<file path="src/rtl/chnl_fifo_buffer.sv">
// chnl_fifo_buffer: first-word-fall-through valid/ready FIFO for the channel
// datapath. It provides DEPTH entries, an occupancy count, an almost-full
// flag and a synchronous flush. The input ready depends only on registered
// occupancy and on rst_n, so no combinational path runs from o_rdy to i_rdy.
module chnl_fifo_buffer #(
    parameter int WIDTH = 32,
    parameter int DEPTH = 4,
    parameter int AFULL = DEPTH - 1
) (
    input  logic                     clk,
    input  logic                     rst_n,
    input  logic                     flush,
    input  logic                     i_val,
    output logic                     i_rdy,
    input  logic [WIDTH-1:0]         i_data,
    output logic                     o_val,
    input  logic                     o_rdy,
    output logic [WIDTH-1:0]         o_data,
    output logic [$clog2(DEPTH):0]   count,
    output logic                     almost_full
);

    localparam int AW = $clog2(DEPTH);
    localparam int CW = AW + 1;
    localparam logic [CW-1:0] FULL_CNT  = CW'(DEPTH);
    localparam logic [CW-1:0] AFULL_CNT = CW'(AFULL);
    localparam logic [CW-1:0] CNT_ONE   = CW'(1);
    localparam logic [AW-1:0] PTR_ONE   = AW'(1);

    // Reject illegal parameterisations at elaboration time.
    if ((DEPTH < 2) || ((DEPTH & (DEPTH - 1)) != 0)) begin : g_bad_depth
        $error("chnl_fifo_buffer: DEPTH must be a power of two and at least 2");
    end
    if ((AFULL < 1) || (AFULL > DEPTH)) begin : g_bad_afull
        $error("chnl_fifo_buffer: AFULL must lie in 1..DEPTH");
    end

    logic [WIDTH-1:0] mem_q [DEPTH];
    logic [AW-1:0]    wr_ptr_q, wr_ptr_d;
    logic [AW-1:0]    rd_ptr_q, rd_ptr_d;
    logic [CW-1:0]    count_q,  count_d;
    logic             push;
    logic             pop;

    // Handshakes. i_rdy drops at once while reset is asserted, so no push
    // can complete during reset.
    assign i_rdy       = rst_n && (count_q != FULL_CNT);
    assign o_val       = (count_q != '0);
    assign push        = i_val && i_rdy;
    assign pop         = o_val && o_rdy;
    assign o_data      = mem_q[rd_ptr_q];
    assign count       = count_q;
    assign almost_full = (count_q >= AFULL_CNT);

    // Compute next-state pointers and occupancy. Flush overrides any
    // handshake that completes in the same cycle.
    always_comb begin
        wr_ptr_d = wr_ptr_q;
        rd_ptr_d = rd_ptr_q;
        count_d  = count_q;
        if (flush) begin
            wr_ptr_d = '0;
            rd_ptr_d = '0;
            count_d  = '0;
        end else begin
            if (push) begin
                wr_ptr_d = wr_ptr_q + PTR_ONE;
            end
            if (pop) begin
                rd_ptr_d = rd_ptr_q + PTR_ONE;
            end
            case ({push, pop})
                2'b10:   count_d = count_q + CNT_ONE;
                2'b01:   count_d = count_q - CNT_ONE;
                default: count_d = count_q;
            endcase
        end
    end

    // Register pointers and occupancy. Reset clears them asynchronously.
    always_ff @(posedge clk or negedge rst_n) begin
        if (!rst_n) begin
            wr_ptr_q <= '0;
            rd_ptr_q <= '0;
            count_q  <= '0;
        end else begin
            wr_ptr_q <= wr_ptr_d;
            rd_ptr_q <= rd_ptr_d;
            count_q  <= count_d;
        end
    end

    // Storage entries. Each entry has its own write enable. A push that
    // completes during a flush is dropped, so the flush cycle does not
    // write the array.
    for (genvar gi = 0; gi < DEPTH; gi++) begin : g_entry
        localparam logic [AW-1:0] IDX = AW'(gi);
        logic wr_en;
        assign wr_en = push && !flush && (wr_ptr_q == IDX);

        // Capture producer data into this entry when it is the write target.
        always_ff @(posedge clk or negedge rst_n) begin
            if (!rst_n) begin
                mem_q[gi] <= '0;
            end else if (wr_en) begin
                mem_q[gi] <= i_data;
            end
        end
    end

endmodule

</file>
<file path="config.mk">
export PLATFORM = sky130hd
export DESIGN_NAME = chnl_fifo_buffer
export DESIGN_NICKNAME = d
export VERILOG_FILES = /design/src/rtl/chnl_fifo_buffer.sv
export SDC_FILE = /design/constraint.sdc
export NUM_CORES = 1
export LEC_CHECK = 0
export ABC_AREA = 1
export BUFFER_PORTS_ARGS = -buffer_cell sky130_fd_sc_hd__buf_2
export CORE_MARGIN = 5
export CORE_UTILIZATION = 34
export DETAILED_ROUTE_END_ITERATION = 12
export PLACE_DENSITY_LB_ADDON = 0.1
export REMOVE_ABC_BUFFERS = 1
export SLEW_MARGIN = 20
export SYNTH_ARGS = -nofsm -noshare
export SYNTH_HDL_FRONTEND = slang
export SYNTH_SLANG_ARGS = --single-unit
</file>
<file path="constraint.sdc">
create_clock -name clk -period 2.58 [get_ports clk]
set_input_delay 0.129 -clock clk [delete_from_list [all_inputs] [get_ports clk]]
set_output_delay 0.129 -clock clk [all_outputs]
set_load 0.02 [all_outputs]
</file>
== Word level (Yosys, flattened, before mapping) ==
Cells that the tools add are included.

* Register bits after elaboration: 135
* Bits of input ports: 37
* Output and inout port bits: 38
* Logic and storage cells: 43

* Add/sub/neg operators: 4
* Magnitude comparators: 2
* Equal/unequal tests: 6
* Mux-type cells: 9
* Bitwise operators: 1
* Reductions and logical operators: 14

{| class="wikitable"
|+ Operator list
! cell !! count
|-
| binary-select mux 32 bit (select 2 bit) || 1
|-
| 2-to-1 mux 32 bit || 2
|-
| logical AND 1 bit || 8
|-
| 2-to-1 mux 2 bit || 4
|-
| == test 2 bit (second input constant) || 3
|-
| one-hot mux 3 bit (2 select lines) || 1
|-
| nonzero test 3 bit || 2
|-
| adder 2 x 1 -> 2 bit (second input constant) || 2
|-
| == test 2 x 1 -> 1 bit (second input constant) || 2
|-
| nonzero test 2 bit || 2
|-
| adder 3 x 1 -> 3 bit (second input constant) || 1
|-
| greater-or-equal comparator 3 x 2 -> 1 bit (second input constant) || 1
|-
| greater-or-equal comparator 3 bit (second input constant) || 1
|-
| 2-to-1 mux 3 bit || 1
|-
| != test 3 bit (second input constant) || 1
|-
| NOT 2 -> 3 bit || 1
|-
| subtractor 3 x 1 -> 3 bit (second input constant) || 1
|-
| zero test 2 bit || 1
|-
| zero test 1 bit || 1
|}

== Depth between registers and ports, before layout ==
Gate-level depths: netlist of the first run.

* Depth after elaboration: 6
* Depth in mapped cells: 13
* Mapped depth without buffers: 13

== Worst setup path after synthesis of the first run ==
Ideal clock, no wire load.

* Kind: flip-flop to flip-flop
* Start: register count_q[1], in the netlist count[1]
* End: register count_q[2], in the netlist count[2]
* Setup time: 0.118 ns
* Arrival time: 1.802 ns
* Data required time: 2.462 ns
* Path slack: 0.660 ns
* Cell stages (with the launch flop): 13
* Buffers on the path: 0
* Period minus slack after synthesis: 1.920 ns
* Cells stage by stage: dfrtp_1 > nor2_2 > a21boi_0 > nand2_1 > inv_1 > fa_1 > inv_1 > nand2_1 > nand2_1 > nand3b_1 > nand2_1 > nand2_1 > nand2_1

* Cells in the longest elaborated chain, start to end: 6
* Elaborated cells on any way between the ends: 12
* Classes of those cells: add/sub: 2; eq/ne: 3; mux: 2; reduce/logical: 5

{| class="wikitable"
|+ Ends and longest elaborated chain
! item !! RTL line !! source
|-
| from (decl) || 41 || <nowiki>logic [CW-1:0] count_q, count_d;</nowiki>
|-
| from (signal assigned) || 89 || <nowiki>count_q <= count_d;</nowiki>
|-
| != test 3 bit || 47 || <nowiki>assign i_rdy = rst_n && (count_q != FULL_CNT);</nowiki>
|-
| logical AND 1 bit || 47 ||
|-
| logical AND 1 bit || 49 || <nowiki>assign push = i_val && i_rdy;</nowiki>
|-
| == test 2 x 1 -> 1 bit or == test 2 bit (tied branches) || 72 || <nowiki>case ({push, pop})</nowiki>
|-
| one-hot mux 3 bit (2 select lines) || 72 ||
|-
| 2-to-1 mux 3 bit || 61 || <nowiki>if (flush) begin</nowiki>
|}

Several ways; a longest one is shown, not always the timed one.
A chain may end at the register's enable or synchronous reset.

== Worst setup path after layout of the first run ==
* Start: register rd_ptr_q[0]
* End: output o_data[28]

* Cells in the longest elaborated chain, start to end: 4

{| class="wikitable"
|+ Ends and longest elaborated chain
! item !! RTL line !! source
|-
| from (decl) || 40 || <nowiki>logic [AW-1:0] rd_ptr_q, rd_ptr_d;</nowiki>
|-
| from (signal assigned) || 88 || <nowiki>rd_ptr_q <= rd_ptr_d;</nowiki>
|-
| NOT 2 -> 3 bit (not written as such) || 51 || <nowiki>assign o_data = mem_q[rd_ptr_q];</nowiki>
|-
| binary-select mux 32 bit (select 2 bit) || 51 ||
|-
| 2-to-1 mux 32 bit (not written as such) (2 in a row) || 51 ||
|-
| to (decl) || 18 || <nowiki>output logic [WIDTH-1:0] o_data,</nowiki>
|}

Every way passes these cells. The select of a mux whose other input is x is not followed.

==> results.md, run 1 <==
* Status: complete, no violations
* Width of the chip at 145 um
* Primary FF master, synth: dfrtp_1
* Drt via density at 4.91
* Post-route ant nets at 0
* # H-tree levels at 4
* Post-synthesis cell count at 687
* DIE HEIGHT at 145 um
* Final nets at 793
* Lkg Pwr at 3.64 nW
* Clk root buf: clkbuf_16
* Ys Warns at 0
* Drt initial violations at 251
* Relative slew slack at 50.6%
* Combinational share of power at 31.8%
* Most frequent cells in the layout: nand2_1, dfrtp_1, o21ai_1
* Final critical-path required period at 2.17 ns
* DR WL/cell at 15.9 um
* Total Wirelength at 15800 um
* Total congestion overflow at 0
* Clk slew on worst S/H paths at 0.06 ns
* Most common cell after layout, fill and taps aside: nand2_1
* Initial antenna violation count at 0
* Clock Latency Late Sink at 0.41 ns
* Post_cts resized at 0
* FF+latch area at 3380 um2
* Reg2reg end: count[2]
* HP Start: i_data[7]
* Multiplexer share of the synthesized area at 0%
* Register area share after synthesis at 54.3%
* Post-route cell area at 7340 um2
* CORE AREA at 18000 um2
* Max_cap viols at 0
* # clock sinks at 135
* Final-report max-slew violation count at 0
* Combinational family with the most area after synthesis: compound AO/OA/AOI/OAI gates
* Die ar. at 21100 um2
* Unrepaired setup endpoints after global routing: false
* Reg-to-reg slack, setup at 0.51 ns
* R2R depth at 12
* Number of register bits inferred by synthesis at 135
* Area of the multi-input gates at 2340 um2
* Worst Hold Endpoint: mem_q[103]
* Placed inst area at 6700 um2
* Final setup viols at 0
* XOR/XNOR share of the synthesized area at 0%
* Non-filler instance count after layout at 993
* Async set-reset flop share out of synthesis at 100%
* Measured slew at the worst slew-check pin at 0.741 ns
* Vias in the first global route at 4865
* Hold buffer count at CTS at 3
* CP max FO at 26
* Switching pwr at 2.86 mW
* Vias at 4872
* Crit path kind: reg -> out
* DRC errors left at 0
* Post-Synth Adder-Cell Area at 1.13%
* Critical Path AT at 2.04 ns
* N_diodes at 0
* I/O Buffers at 74
* Count of flip-flops with a built-in enable after synthesis at 0
* Dpl cells at 958
* Drt first pass iters at 5
* TritonCTS clock tree: done
* Power Total at 8.07 mW
* Initial core utilization at 34.6%
* Hold Fails Final Rpt at 0
* Switching portion of total power at 35.4%
* Clock skew at 0.0107 ns
* FMAX at 0.461 GHz
* Critical path launch point: rd_ptr_q[0]
* Area of the mapped netlist at 6220 um2
* Placement row count at 49
* Clock network fraction of total power at 30.8%
* CP Launch Type: register
* Fillers at 1813
* Flop pwr share at 37.3%
* Worst VDD drop at 528 uV
* Avg Cell Area, Syn at 9.06 um2
* Largest net degree at the start of global routing at 136
* Worst Hold Class: in -> reg
* Simple-gate share of the synthesized area at 15.4%
* CTS max path bufs at 2
* First-pass GRT wire length at 25900 um
* CTS Buf Count at 17
* Worst Hold Depth at 3
* # IOs at 75
* Gpl congestion at 0.777
* Period utilization at 84.0%
* R2r startpoint: count[1]
* Area Growth Syn to Fin at 17.9%
* Setup crit end kind: output port
* HPWL after DPL at 9590 um
* Setup Fix Bufs, Post-CTS at 0
* Total GRT Usage at 15.3%
* Power per Cell Area at 1100 nW/um2
* CP required at 2.45 ns
* Netlist cell types at 25
* Share of post-route cells with drive strength above 1 at 20.8%
* Synth Area in Compound Gates at 21.2%
* Internal at 5.22 mW
power by group through the flow:
stage | combinational, mW | sequential, mW | clock (mW)
2_1_floorplan | 1.68 | 3.02 | 0
3_3_place_gp | 2.57 | 3.02 | 0
3_5_place_dp | 2.61 | 3.04 | 0
4_1_cts | 2.62 | 3.01 | 2.55
5_1_grt | 2.89 | 3.09 | 2.65
6_report | 2.57 | 3.01 | 2.49
registers in the layout (all words and copies together) (netlist names):
register / flops
count: 3
mem_q: 128
rd_ptr_q: 2
wr_ptr_q: 2
logic make-up after synthesis:
group                      count (synthesis)
and+or+nand+nor                          232
AOI/OAI and AO/OA                        229
DFF                                      135
buffers and inverters                     86
adders and majority gates                  5
critical path, cell delays in order, from the launching register on:
cell,delay (ns)
dfrtp_2,0.61
buf_4,0.37
o21ai_0,0.14
o22ai_1,0.28
buf_2,0.22
per-layer routing:
layer  GRT usage [%]  part of all wire [%]
met5               0                     0
met4            4.66                   1.2
met3            4.37                   4.4
met2            24.1                    47
met1            20.5                    48
synthesized netlist by cell type, types with 2 or more instances:
cell,instances,area share [%]
a21oi_1,2,0.16
buf_2,5,0.40
buf_4,2,0.24
buf_6,22,4.0
clkbuf_1,15,0.90
dfrtp_1,135,54
ha_1,4,0.80
inv_1,42,2.5
nand2_1,149,9.0
nand2_4,4,0.72
nand3_1,2,0.16
nand4_1,4,0.40
nor2_1,67,4.0
o21ai_0,66,5.3
o21ai_1,94,7.6
o21ai_2,34,4.8
o22ai_1,32,3.2
through the flow:
step / util (%) / setup TNS [ns] / hold slack [ns] / setup slack [ns]
detailed placement: 37.3 / 0 / 0.400 / 0.552
global route: 40.8 / 0 / 0.00839 / 0.256
global placement: 37.3 / 0 / 0.400 / 0.661
CTS: 40.8 / 0 / 0.000305 / 0.385
finish: 40.8 / 0 / 0.0170 / 0.412
floorplan: - / -3.57 / -0.167 / -0.112
worst max path at each step:
stage	end	slack, ns
after floorplan	o_data[0]	-0.11
after global placement	count[2]	0.66
after detailed placement	count[2]	0.55
after CTS	o_data[28]	0.38
after global routing	o_data[12]	0.26
final	o_data[28]	0.41
area by class of cell:
class | count | area share, %
sequential | 135 | 46.1
clock inverter | 8 | 1.64
timing repair buffer | 89 | 7.62
multi-input combinational | 466 | 31.9
clock buffer | 24 | 6.70
tap | 229 | 3.91
inverter | 42 | 2.15
No activity file was read; power rests on OpenSTA's default activity.
==> inputs of run 2 (changes only) <==
==> constraint.sdc (replaced) <==
create_clock -name clk -period 2.04 [get_ports clk]
set_input_delay 0.102 -clock clk [delete_from_list [all_inputs] [get_ports clk]]
set_output_delay 0.102 -clock clk [all_outputs]
set_load 0.02 [all_outputs]
==> results.md, run 2 (synthesis gave the netlist of run 1 again) <==
* R2r startpoint: count[1]
* First-pass GRT wire length at 26500 um
* CP required at 1.94 ns
* # IOs at 75
* HP Start: i_data[5]
* Internal at 6.73 mW
* Reg-to-reg slack, setup at 0.17 ns
* Combinational share of power at 32.2%
* Largest reg by FF count: mem_q
* Dpl cells at 965
* N_diodes at 0
* Setup crit end kind: output port
* DIE HEIGHT at 145 um
* Total Wirelength at 15700 um
* Worst VDD drop at 626 uV
* # H-tree levels at 4
* Post-route cell area at 7580 um2
* Die ar. at 21100 um2
* Share of post-route cells with drive strength above 1 at 21.1%
* Fin Setup TNS at 0 ns
* Most frequent cells in the layout: nand2_1, dfrtp_1, o21ai_1
* Drt first pass iters at 4
* CP max stage cell: dfrtp_2
* Clk slew on worst S/H paths at 0.05 ns
* Clock Latency Late Sink at 0.41 ns
* Placed inst area at 6700 um2
* Measured slew at the worst slew-check pin at 0.741 ns
* # clock sinks at 135
* HPWL after DPL at 9510 um
* Finished Core Util at 42.2%
* CTS Buf Count at 17
* R2R depth at 12
* CORE AREA at 18000 um2
* Flop pwr share at 36.5%
* Final setup viols at 0
* CP max FO at 31
* TritonCTS clock tree: done
* Drt initial violations at 227
* Switching pwr at 3.61 mW
* Vias at 4986
* Drt via density at 4.88
* Max_cap viols at 0
* Hold_ws at 0.0195 ns
* Relative slew slack at 50.6%
* CP Launch Type: register
* Status: complete, no violations
* Non-filler instance count after layout at 1021
* Final-report max-slew violation count at 0
* Crit path largest cell delay at 0.42 ns
* Total GRT Usage at 15.5%
* Power Total at 10.3 mW
* Power per Cell Area at 1360 nW/um2
* Placement Setup Slack at 0.120 ns
* Period utilization at 94.6%
* FMAX at 0.518 GHz
* Width of the chip at 145 um
* Total congestion overflow at 0
* Unrepaired setup endpoints after global routing: false
* Placement row count at 49
* Reg2reg end: count[2]
* Final WS setup at 0.109 ns
* Initial antenna violation count at 0
* Gpl congestion at 0.782
* Lkg Pwr at 3.75 nW
* CTS max path bufs at 2
* Hold Fails Final Rpt at 0
* Setup Fix Bufs, Post-CTS at 0
* DRC errors left at 0
* Crit-path cells: inv_2, buf_4, o21ai_0, o22ai_1, buf_2
* Clock network fraction of total power at 31.3%
* DR WL/cell at 15.4 um
* Max reg flops at 128
* Critical Path AT at 1.83 ns
* Worst Hold Endpoint: mem_q[101]
* Final critical-path required period at 1.93 ns
* Final nets at 822
* Crit path kind: reg -> out
* Largest net degree at the start of global routing at 136
* Post-route ant nets at 0
* Worst Hold Class: in -> reg
* Area Growth Syn to Fin at 21.8%
* Clock skew at 0.00787 ns
* Initial core utilization at 34.6%
* I/O Buffers at 74
* Most common cell after layout, fill and taps aside: nand2_1
* Vias in the first global route at 5014
* Worst Hold Depth at 3
* Switching portion of total power at 34.9%
* Clk root buf: clkbuf_16
==> run 2: cell count changes in the layout (fill, tap and decap cells not counted), sizes merged <==
cell	previous run	this run
clkinv	3	4
clkinvlp	2	1
bufinv	3	4
dlygate4sd3	3	25
clkbuf	24	22
buf	86	93
==> run 2: area by class of cell <==
type	count	area (um2)
Timing Repair Buffer	118	782
Sequential cell	135	3380
Inverter	42	158
Fill cell	1801	10400
Clock inverter	9	148
Multi-Input combinational cell	466	2350
Tap cell	229	287
Clock buffer	22	474
==> run 2: what timing repair did <==
action | in CTS | in global routing
hold endpoints to repair | 204 | 0
hold buffers | 25 | 0
endpoints found under the setup margin | 0 | 1
gates resized for setup | 0 | 2
==> run 2: power by group through the flow <==
stage          clock (mW)  combinational (mW)  sequential [mW]
6_report             3.23                3.33             3.77
4_1_cts              3.32                3.39             3.77
3_5_place_dp            0                3.34             3.81
2_1_floorplan           0                2.12             3.83
3_3_place_gp            0                3.31             3.78
5_1_grt              3.46                3.75             3.86
==> run 2: worst max-delay path by stage <==
stage	startpoint	endpoint	slack, ns	cells past startpoint
final	rd_ptr_q[0]	o_data[29]	0.11	5
after detailed placement	count[1]	count[2]	0.12	12
after global routing	count[1]	count[2]	0.003	12
after global placement	count[1]	count[2]	0.17	12
after CTS	rd_ptr_q[0]	o_data[28]	0.09	5
after floorplan	rd_ptr_q[0]	o_data[0]	-0.62	3
==> run 2: layer usage <==
layer | share of wire [%] | up-vias | GRT usage [%]
met4 | 0.84 | 0 | 4.06
met1 | 49 | 2397 | 21.3
met2 | 46 | 99 | 24.3
met5 | 0 | - | 0
met3 | 4.5 | 12 | 4.49
li1 | - | 2478 | -
==> run 2: worst max-delay path, delay by kind of cell (launching register included) <==
family	cells	cell delay, ns
buffers and inverters	3	0.62
DFF	1	0.42
AOI/OAI and AO/OA	2	0.38
